<file path="src/rtl/cart_mem_pkg.sv">
// Shared types and constants for the cartridge memory fetch path.
package cart_mem_pkg;

  typedef enum logic [2:0] {
    IDLE,
    ROM_REQ,
    SRAM_RD,
    SRAM_WR,
    HOLD,
    DRAIN
  } state_t;

  typedef logic [24:0] addr_t;

  localparam logic [7:0] RD_IDLE_DATA = 8'hFF;

endpackage

</file>
<file path="src/rtl/cart_fetch_cache1.sv">
// One-entry ROM fetch cache: tag + data of the last byte returned by SDRAM.
// Only instantiated when CART_MEM_FETCH_CACHE_EN is defined.
module cart_fetch_cache1
  import cart_mem_pkg::*;
(
  input  logic       clk,
  input  logic       reset,
  input  logic       flush,
  input  logic       fill,
  input  addr_t      fill_addr,
  input  logic [7:0] fill_data,
  input  addr_t      lookup_addr,
  output logic       hit,
  output logic [7:0] hit_data
);

  logic       valid;
  addr_t      tag;
  logic [7:0] data;

  // Entry update: flush dominates a same-cycle fill.
  always_ff @(posedge clk) begin
    if (reset) begin
      valid <= 1'b0;
      tag   <= '0;
      data  <= RD_IDLE_DATA;
    end else if (flush) begin
      valid <= 1'b0;
    end else if (fill) begin
      valid <= 1'b1;
      tag   <= fill_addr;
      data  <= fill_data;
    end
  end

  assign hit      = valid && (tag == lookup_addr);
  assign hit_data = data;

endmodule

</file>
<file path="src/rtl/cart_mem_fetch.sv">
// Cartridge memory fetch: arbitrates mapper ROM/SRAM strobes onto an SDRAM
// read port and a block-RAM port, and stalls the CPU via wait_n.
// Optional feature: define CART_MEM_FETCH_CACHE_EN for a one-entry ROM cache.
module cart_mem_fetch
  import cart_mem_pkg::*;
#(
  parameter int unsigned TIMEOUT_CYC = 255,
  parameter int unsigned SRAM_AW     = 15
) (
  input  logic               clk,
  input  logic               reset,
  input  logic [24:0]        mem_addr,
  input  logic               mem_oe,
  input  logic [SRAM_AW-1:0] sram_addr,
  input  logic               sram_oe,
  input  logic               sram_we,
  input  logic [7:0]         d_from_cpu,
  input  logic               flush,
  output logic [7:0]         d_to_cpu,
  output logic               wait_n,
  output logic               sdram_req,
  output logic [24:0]        sdram_addr,
  input  logic               sdram_ack,
  input  logic [7:0]         sdram_rdata,
  output logic [SRAM_AW-1:0] bram_addr,
  output logic               bram_we,
  output logic [7:0]         bram_wdata,
  input  logic [7:0]         bram_rdata
);

  localparam int unsigned CW = (TIMEOUT_CYC < 2) ? 1 : $clog2(TIMEOUT_CYC);

  state_t             state, state_nxt;
  logic               any, any_q, start, timeout;
  logic [CW-1:0]      cnt;
  logic [SRAM_AW-1:0] sram_addr_q;
  logic [7:0]         wdata_q;
  logic               hit;
  logic [7:0]         hit_data;

  assign any     = mem_oe | sram_oe | sram_we;
  assign start   = any & ~any_q;
  assign timeout = (cnt == CW'(TIMEOUT_CYC - 1));

`ifdef CART_MEM_FETCH_CACHE_EN
  logic fill;

  // Only an ack taken in ROM_REQ fills; drained or timed-out accesses do not.
  assign fill = sdram_ack && (state == ROM_REQ);

  cart_fetch_cache1 u_cache (
    .clk         (clk),
    .reset       (reset),
    .flush       (flush),
    .fill        (fill),
    .fill_addr   (sdram_addr),
    .fill_data   (sdram_rdata),
    .lookup_addr (mem_addr),
    .hit         (hit),
    .hit_data    (hit_data)
  );
`else
  logic unused_flush;

  assign unused_flush = flush;
  assign hit          = 1'b0;
  assign hit_data     = RD_IDLE_DATA;
`endif

  // Strobe history tracks the pins even during reset, so a strobe still high
  // when reset releases cannot restart an access.
  always_ff @(posedge clk) begin
    any_q <= any;
  end

  // State register.
  always_ff @(posedge clk) begin
    if (reset) state <= IDLE;
    else       state <= state_nxt;
  end

  // Next state and control outputs.
  always_comb begin
    state_nxt = state;
    wait_n    = 1'b1;
    sdram_req = 1'b0;
    bram_we   = 1'b0;
    bram_addr = sram_addr_q;
    unique case (state)
      IDLE: begin
        bram_addr = sram_addr;
        if (start) begin
          wait_n = 1'b0;
          if (sram_we)      state_nxt = SRAM_WR;
          else if (sram_oe) state_nxt = SRAM_RD;
          else if (hit)     state_nxt = HOLD;
          else              state_nxt = ROM_REQ;
        end
      end
      ROM_REQ: begin
        wait_n    = 1'b0;
        sdram_req = 1'b1;
        if (sdram_ack || timeout) state_nxt = HOLD;
        else if (!any)            state_nxt = DRAIN;
      end
      SRAM_RD: begin
        wait_n    = 1'b0;
        state_nxt = HOLD;
      end
      SRAM_WR: begin
        wait_n    = 1'b0;
        bram_we   = 1'b1;
        state_nxt = HOLD;
      end
      HOLD: begin
        if (!any) state_nxt = IDLE;
      end
      DRAIN: begin
        wait_n    = 1'b0;
        sdram_req = 1'b1;
        if (sdram_ack || timeout) state_nxt = IDLE;
      end
      default: state_nxt = IDLE;
    endcase
  end

  // Datapath: address/data capture at start, read data return, timeout count.
  always_ff @(posedge clk) begin
    if (reset) begin
      d_to_cpu    <= RD_IDLE_DATA;
      sdram_addr  <= '0;
      sram_addr_q <= '0;
      wdata_q     <= '0;
      cnt         <= '0;
    end else begin
      unique case (state)
        IDLE: begin
          if (start) begin
            sram_addr_q <= sram_addr;
            wdata_q     <= d_from_cpu;
            cnt         <= '0;
            if (!sram_we && !sram_oe) begin
              if (hit) d_to_cpu   <= hit_data;
              else     sdram_addr <= mem_addr;
            end
          end
        end
        ROM_REQ: begin
          cnt <= cnt + 1'b1;
          if (sdram_ack)    d_to_cpu <= sdram_rdata;
          else if (timeout) d_to_cpu <= RD_IDLE_DATA;
        end
        DRAIN:   cnt      <= cnt + 1'b1;
        SRAM_RD: d_to_cpu <= bram_rdata;
        default: ;
      endcase
    end
  end

  assign bram_wdata = wdata_q;

endmodule

</file>
<file path="config.mk">
export PLATFORM = sky130hd
export DESIGN_NAME = cart_mem_fetch
export DESIGN_NICKNAME = d
export VERILOG_FILES = /design/src/rtl/cart_mem_pkg.sv /design/src/rtl/cart_fetch_cache1.sv /design/src/rtl/cart_mem_fetch.sv
export SDC_FILE = /design/constraint.sdc
export NUM_CORES = 1
export LEC_CHECK = 0
export CAP_MARGIN = 20
export CORE_MARGIN = 2
export CORE_UTILIZATION = 45
export DETAILED_ROUTE_END_ITERATION = 12
export PLACE_DENSITY = 0.85
export SLEW_MARGIN = 40
export SYNTH_ARGS = -nofsm -noshare
export SYNTH_HDL_FRONTEND = slang
export SYNTH_SLANG_ARGS = --single-unit
export TNS_END_PERCENT = 1
</file>
<file path="constraint.sdc">
create_clock -name clk -period 5.8 [get_ports clk]
set_clock_uncertainty 0.2 [all_clocks]
set_input_delay 1.16 -clock clk [delete_from_list [all_inputs] [get_ports clk]]
set_output_delay 1.16 -clock clk [all_outputs]
set_load 0.02 [all_outputs]
</file>
Word level (Yosys, flattened, before mapping)
Index checks and enable logic that the tools add are counted.
{"block": "op_classes", "addsub": 1, "eq_ne": 11, "muxes": 18, "bitwise_logic": 4, "reduce_logical": 15}
{"cell": "case mux 8 bit (2 select lines)", "n": 2}
{"cell": "2-to-1 mux 8 bit", "n": 3}
{"cell": "2-to-1 mux 15 bit", "n": 1}
{"cell": "2-to-1 mux 3 bit", "n": 5}
{"cell": "case mux 3 bit (5 select lines)", "n": 1}
{"cell": "adder 8 x 1 -> 8 bit (second input constant)", "n": 1}
{"cell": "== test 8 bit (second input constant)", "n": 1}
{"cell": "== test 3 x 2 -> 1 bit (second input constant)", "n": 2}
{"cell": "== test 3 bit (second input constant)", "n": 2}
{"cell": "!= test 2 bit (second input constant)", "n": 3}
{"cell": "!= test 3 bit (second input constant)", "n": 2}
{"cell": "AND reduction 2 bit", "n": 3}
{"cell": "2-to-1 mux 2 bit", "n": 2}
{"cell": "AND reduction 4 bit", "n": 1}
{"cell": "nonzero test 2 bit", "n": 2}
{"cell": "OR reduction 2 bit", "n": 2}
{"cell": "OR reduction 4 bit", "n": 1}
{"cell": "== test 3 x 1 -> 1 bit (second input constant)", "n": 1}
{"cell": "logical NOT 3 bit", "n": 1}
{"cell": "2-to-1 mux 1 bit", "n": 3}
{"cell": "AND reduction 3 bit", "n": 1}
{"cell": "logical NOT 1 bit", "n": 2}
{"cell": "bitwise OR 1 bit", "n": 2}
{"cell": "case mux 1 bit (2 select lines)", "n": 1}
{"cell": "other kinds (4)", "n": 4}
{"block": "totals", "reg_bits": 68, "in_bits": 71, "out_inout_bits": 59}

Longest topological paths before layout
{"block": "depth", "ltp_word": 5, "mapped_depth": 7, "ltp_nobuf": 6}

Worst setup path after synthesis
Ideal clock, no wire load.
{"block": "synth_timing", "path_kind": "input to output", "from": "in sram_oe", "to": "out wait_n", "arrival_time_ps": 1856, "slack_ps": 2584, "cell_stages": 4, "cell_sequence": "nor3_2 > nor2_1 > nor2_1 > o21a_1"}
{"block": "synth_via", "elab_chain_cells": 5}
{"element": "start, declared", "line": "cart_mem_fetch.sv:15", "text": "input logic sram_oe,"}
{"element": "bitwise OR 1 bit (2 in a row)", "line": "cart_mem_fetch.sv:41", "text": "assign any = mem_oe | sram_oe | sram_we;"}
{"element": "AND 1 bit", "line": "cart_mem_fetch.sv:42", "text": "assign start = any & ~any_q;"}
{"element": "2-to-1 mux 1 bit", "line": "cart_mem_fetch.sv:92", "text": "if (start) begin"}
{"element": "case mux 1 bit (2 select lines)", "line": "cart_mem_fetch.sv:89", "text": "unique case (state)"}
{"element": "end, declared", "line": "cart_mem_fetch.sv:20", "text": "output logic wait_n,"}
Every way passes these cells.

Worst setup path after layout
Same ends and word-level chain as after synthesis.

==> out/results.tsv <==
metric	value	unit
gp_congestion	0.807	
setup_viol	0	
maxSlewHeadroom	49.3	%
vias_per_cell	5.22	
synth-edff-count	0	
finalSetupTns	0	ns
synth_commonest_cells	105 x nand2_1, 68 x dfxtp_1, 57 x a21oi_1	
outcome	finished, final reports clean	
r2r_end	state[0]	
ant_nets	0	
p_leak	1.50	nW
vias	2899	
final-max-slew-violation-count	0	
yosys.area.top_type	dfxtp_1	
ys_async_sr_fraction	0	%
worst-r2r-cell-count	4	
min_from	sram_addr_q[5]	
synth_most_common_cell	nand2_1	
cap_violations	0	
antenna_found_initial	0	
criticalPathCategory	in2out	
fillers	509	
final_nets	546	
crit_buf_inv	2	
core.rowCount	29	
cts.sinks	68	
slowest_stage	clkdlybuf4s50_1	
crit_path_max_fanout	5	
worst_setup_path_end_kind	output pin	
syn-mean-instance-area	8.22	µm²
drive_gt1_share	9.21	%
synthToLayoutAreaGrowth	48.9	%
clk_pin_slew	0.07	ns
wl_per_cell	14.0	µm
cts_tree	built	
synth-warning-count	0	
synth_ff_type	dfxtp_1	
die_w	84.9	µm
seq_area_frac_synth	46.3	%
netlist_instances	358	
dr.pass1.iters	4	
grt_max_degree	69	
clockBufferDepth	2	
syn_nets	431	
core	6350	µm²
die_h	84.9	µm
post_cts_buffers	0	
hold_viol	0	
crit_chain	clkdlybuf4s50_1 -> nor3_2 -> nor2_1 -> nor2_1 -> o21a_1 -> clkdlybuf4s50_1	
synth_area	2940	µm²
grt_overflow	0	
grt_first_pass_wirelength	12900	µm
diodes	0	
ys_ff_latch	68	
clkLatencyLatePin	0.34	ns
multi_input_area	1440	µm²
grt_pass1_vias	2822	
fmax	0.231	GHz
tightest_slew	0.757	ns
yosys-top-cells-area	dfxtp_1 46%, nand2_1 13%, a21oi_1 9.7%	
cts_hold_buf	0	
gr-usage-all-layers	22.2	%
arrival	2.96	ns
io_pins	130	
reg2reg_from	state[2]	
drc_errors	0	
hpwl	5390	µm
cp_data_required_time	4.44	ns
ys_types	41	
r2r_setup_slack	3.53	ns
holdPathStages	2	
critPathTopFamily	buffers and inverters	
drtIter0Drc	96	
p_per_area	232	nW/µm²
wirelength	7760	µm
min_period	4.32	ns
critPathLaunchType	input pin	
ctsResizeCount	0	
post-route-util	69.0	%
cts_root_buffer	clkbuf_8	
start_util	46.3	%
hp-class	reg2reg	
synthDominantCellAreaShare	46.3	%
die_area	7200	µm²
ir_drop	0.185	mV
h-tree-depth	3	
portBuffers	128	
holdPathEnd	sram_addr_q[5]	
post-route-period-util	74.5	%
register_area	1360	µm²
rsz0062_at_grt	no	
critPathMaxStageDelay	0.60	ns
cts_made_buffers	9	
==> metal layers <==
metal  vias to the layer above  global-route usage (%)  part of all wire, %
li1                       1454                       -                    -
met1                      1348                    25.8                   41
met2                        87                    38.0                   51
met3                        10                    7.30                  6.4
met4                         0                    8.23                  1.2
met5                         -                       0                    0
==> power breakdown <==
part	internal, mW	switching [mW]
Sequential	0.477	0.00872
Combinational	0.0940	0.0727
Clock	0.179	0.183
==> worst max-delay path by stage <==
| stage | to | from | slack [ns] | cells after the start |
|---|---|---|---|---|
| 5_1_grt | wait_n | sram_oe | 1.37 | 6 |
| 6_report | wait_n | sram_oe | 1.48 | 6 |
| 3_5_place_dp | wait_n | sram_oe | 1.48 | 6 |
| 2_1_floorplan | wait_n | sram_oe | 2.58 | 4 |
| 4_1_cts | wait_n | sram_oe | 1.47 | 6 |
| 3_3_place_gp | wait_n | sram_oe | 1.52 | 6 |
==> state kept, by name, indices dropped and copies added, names as in the netlist <==
| name | count |
|---|---|
| any_q | 1 |
| bram_wdata | 8 |
| cnt | 8 |
| d_to_cpu | 8 |
| sdram_addr | 25 |
| sram_addr_q | 15 |
| state | 3 |
==> logic make-up (layout without fill, tap and decap cells) <==
| group | count (synthesis) | in the layout | share of synthesized area, % |
|---|---|---|---|
| AND/OR/NAND/NOR | 161 | 161 | 25.3 |
| AO/OA/AOI/OAI | 82 | 82 | 16.4 |
| flip-flops | 68 | 68 | 46.3 |
| buffers and inverters | 30 | 150 | 5.40 |
| multiplexers | 15 | 15 | 5.74 |
| adder cells (fa/ha/maj) | 2 | 2 | 0.850 |
==> cell type report <==
class,count,share of cell area (%)
well taps,77,2.20
inverters,5,0.428
clock buffers,11,3.46
clock inverters,5,0.800
multi-input cells,260,32.8
flip-flops and latches,68,31.1
repair buffers,129,29.3
==> through the flow <==
stage | cell area (µm²) | power, mW | worst slack (ns) | cells | hold slack (ns)
detailed placement | 4190 | 0.663 | 1.48 | 539 | 0.245
CTS | 4380 | 1.02 | 1.47 | 555 | 0.255
global placement | 4180 | 0.659 | 1.52 | 539 | 0.239
global route | 4380 | 1.05 | 1.37 | 555 | 0.271
finish | 4380 | 1.01 | 1.48 | 555 | 0.255
floorplan | 2940 | 0.574 | 2.58 | 358 | 0.234
==> worst register-to-register path: cells and delay by family, from the launching register on <==
kind	cells	cell delay (ns)
AOI/OAI and AO/OA	2	0.35
DFF	1	0.53
and+or+nand+nor	2	1.12
==> cells in the final DEF (no fill, tap or decap), types with 2 or more instances in the layout <==
cell	count
nand2_1	105
clkbuf_8	11
ha_1	2
nor2_1	8
o211ai_1	3
nor3_1	19
a221o_1	8
clkinv_2	2
clkdlybuf4s50_1	127
o21ai_0	6
mux2_2	15
dfxtp_1	68
a31oi_1	2
a21oi_1	57
nor2b_1	8
nand2b_1	4
inv_1	4
(Power assumes the default switching activity.)
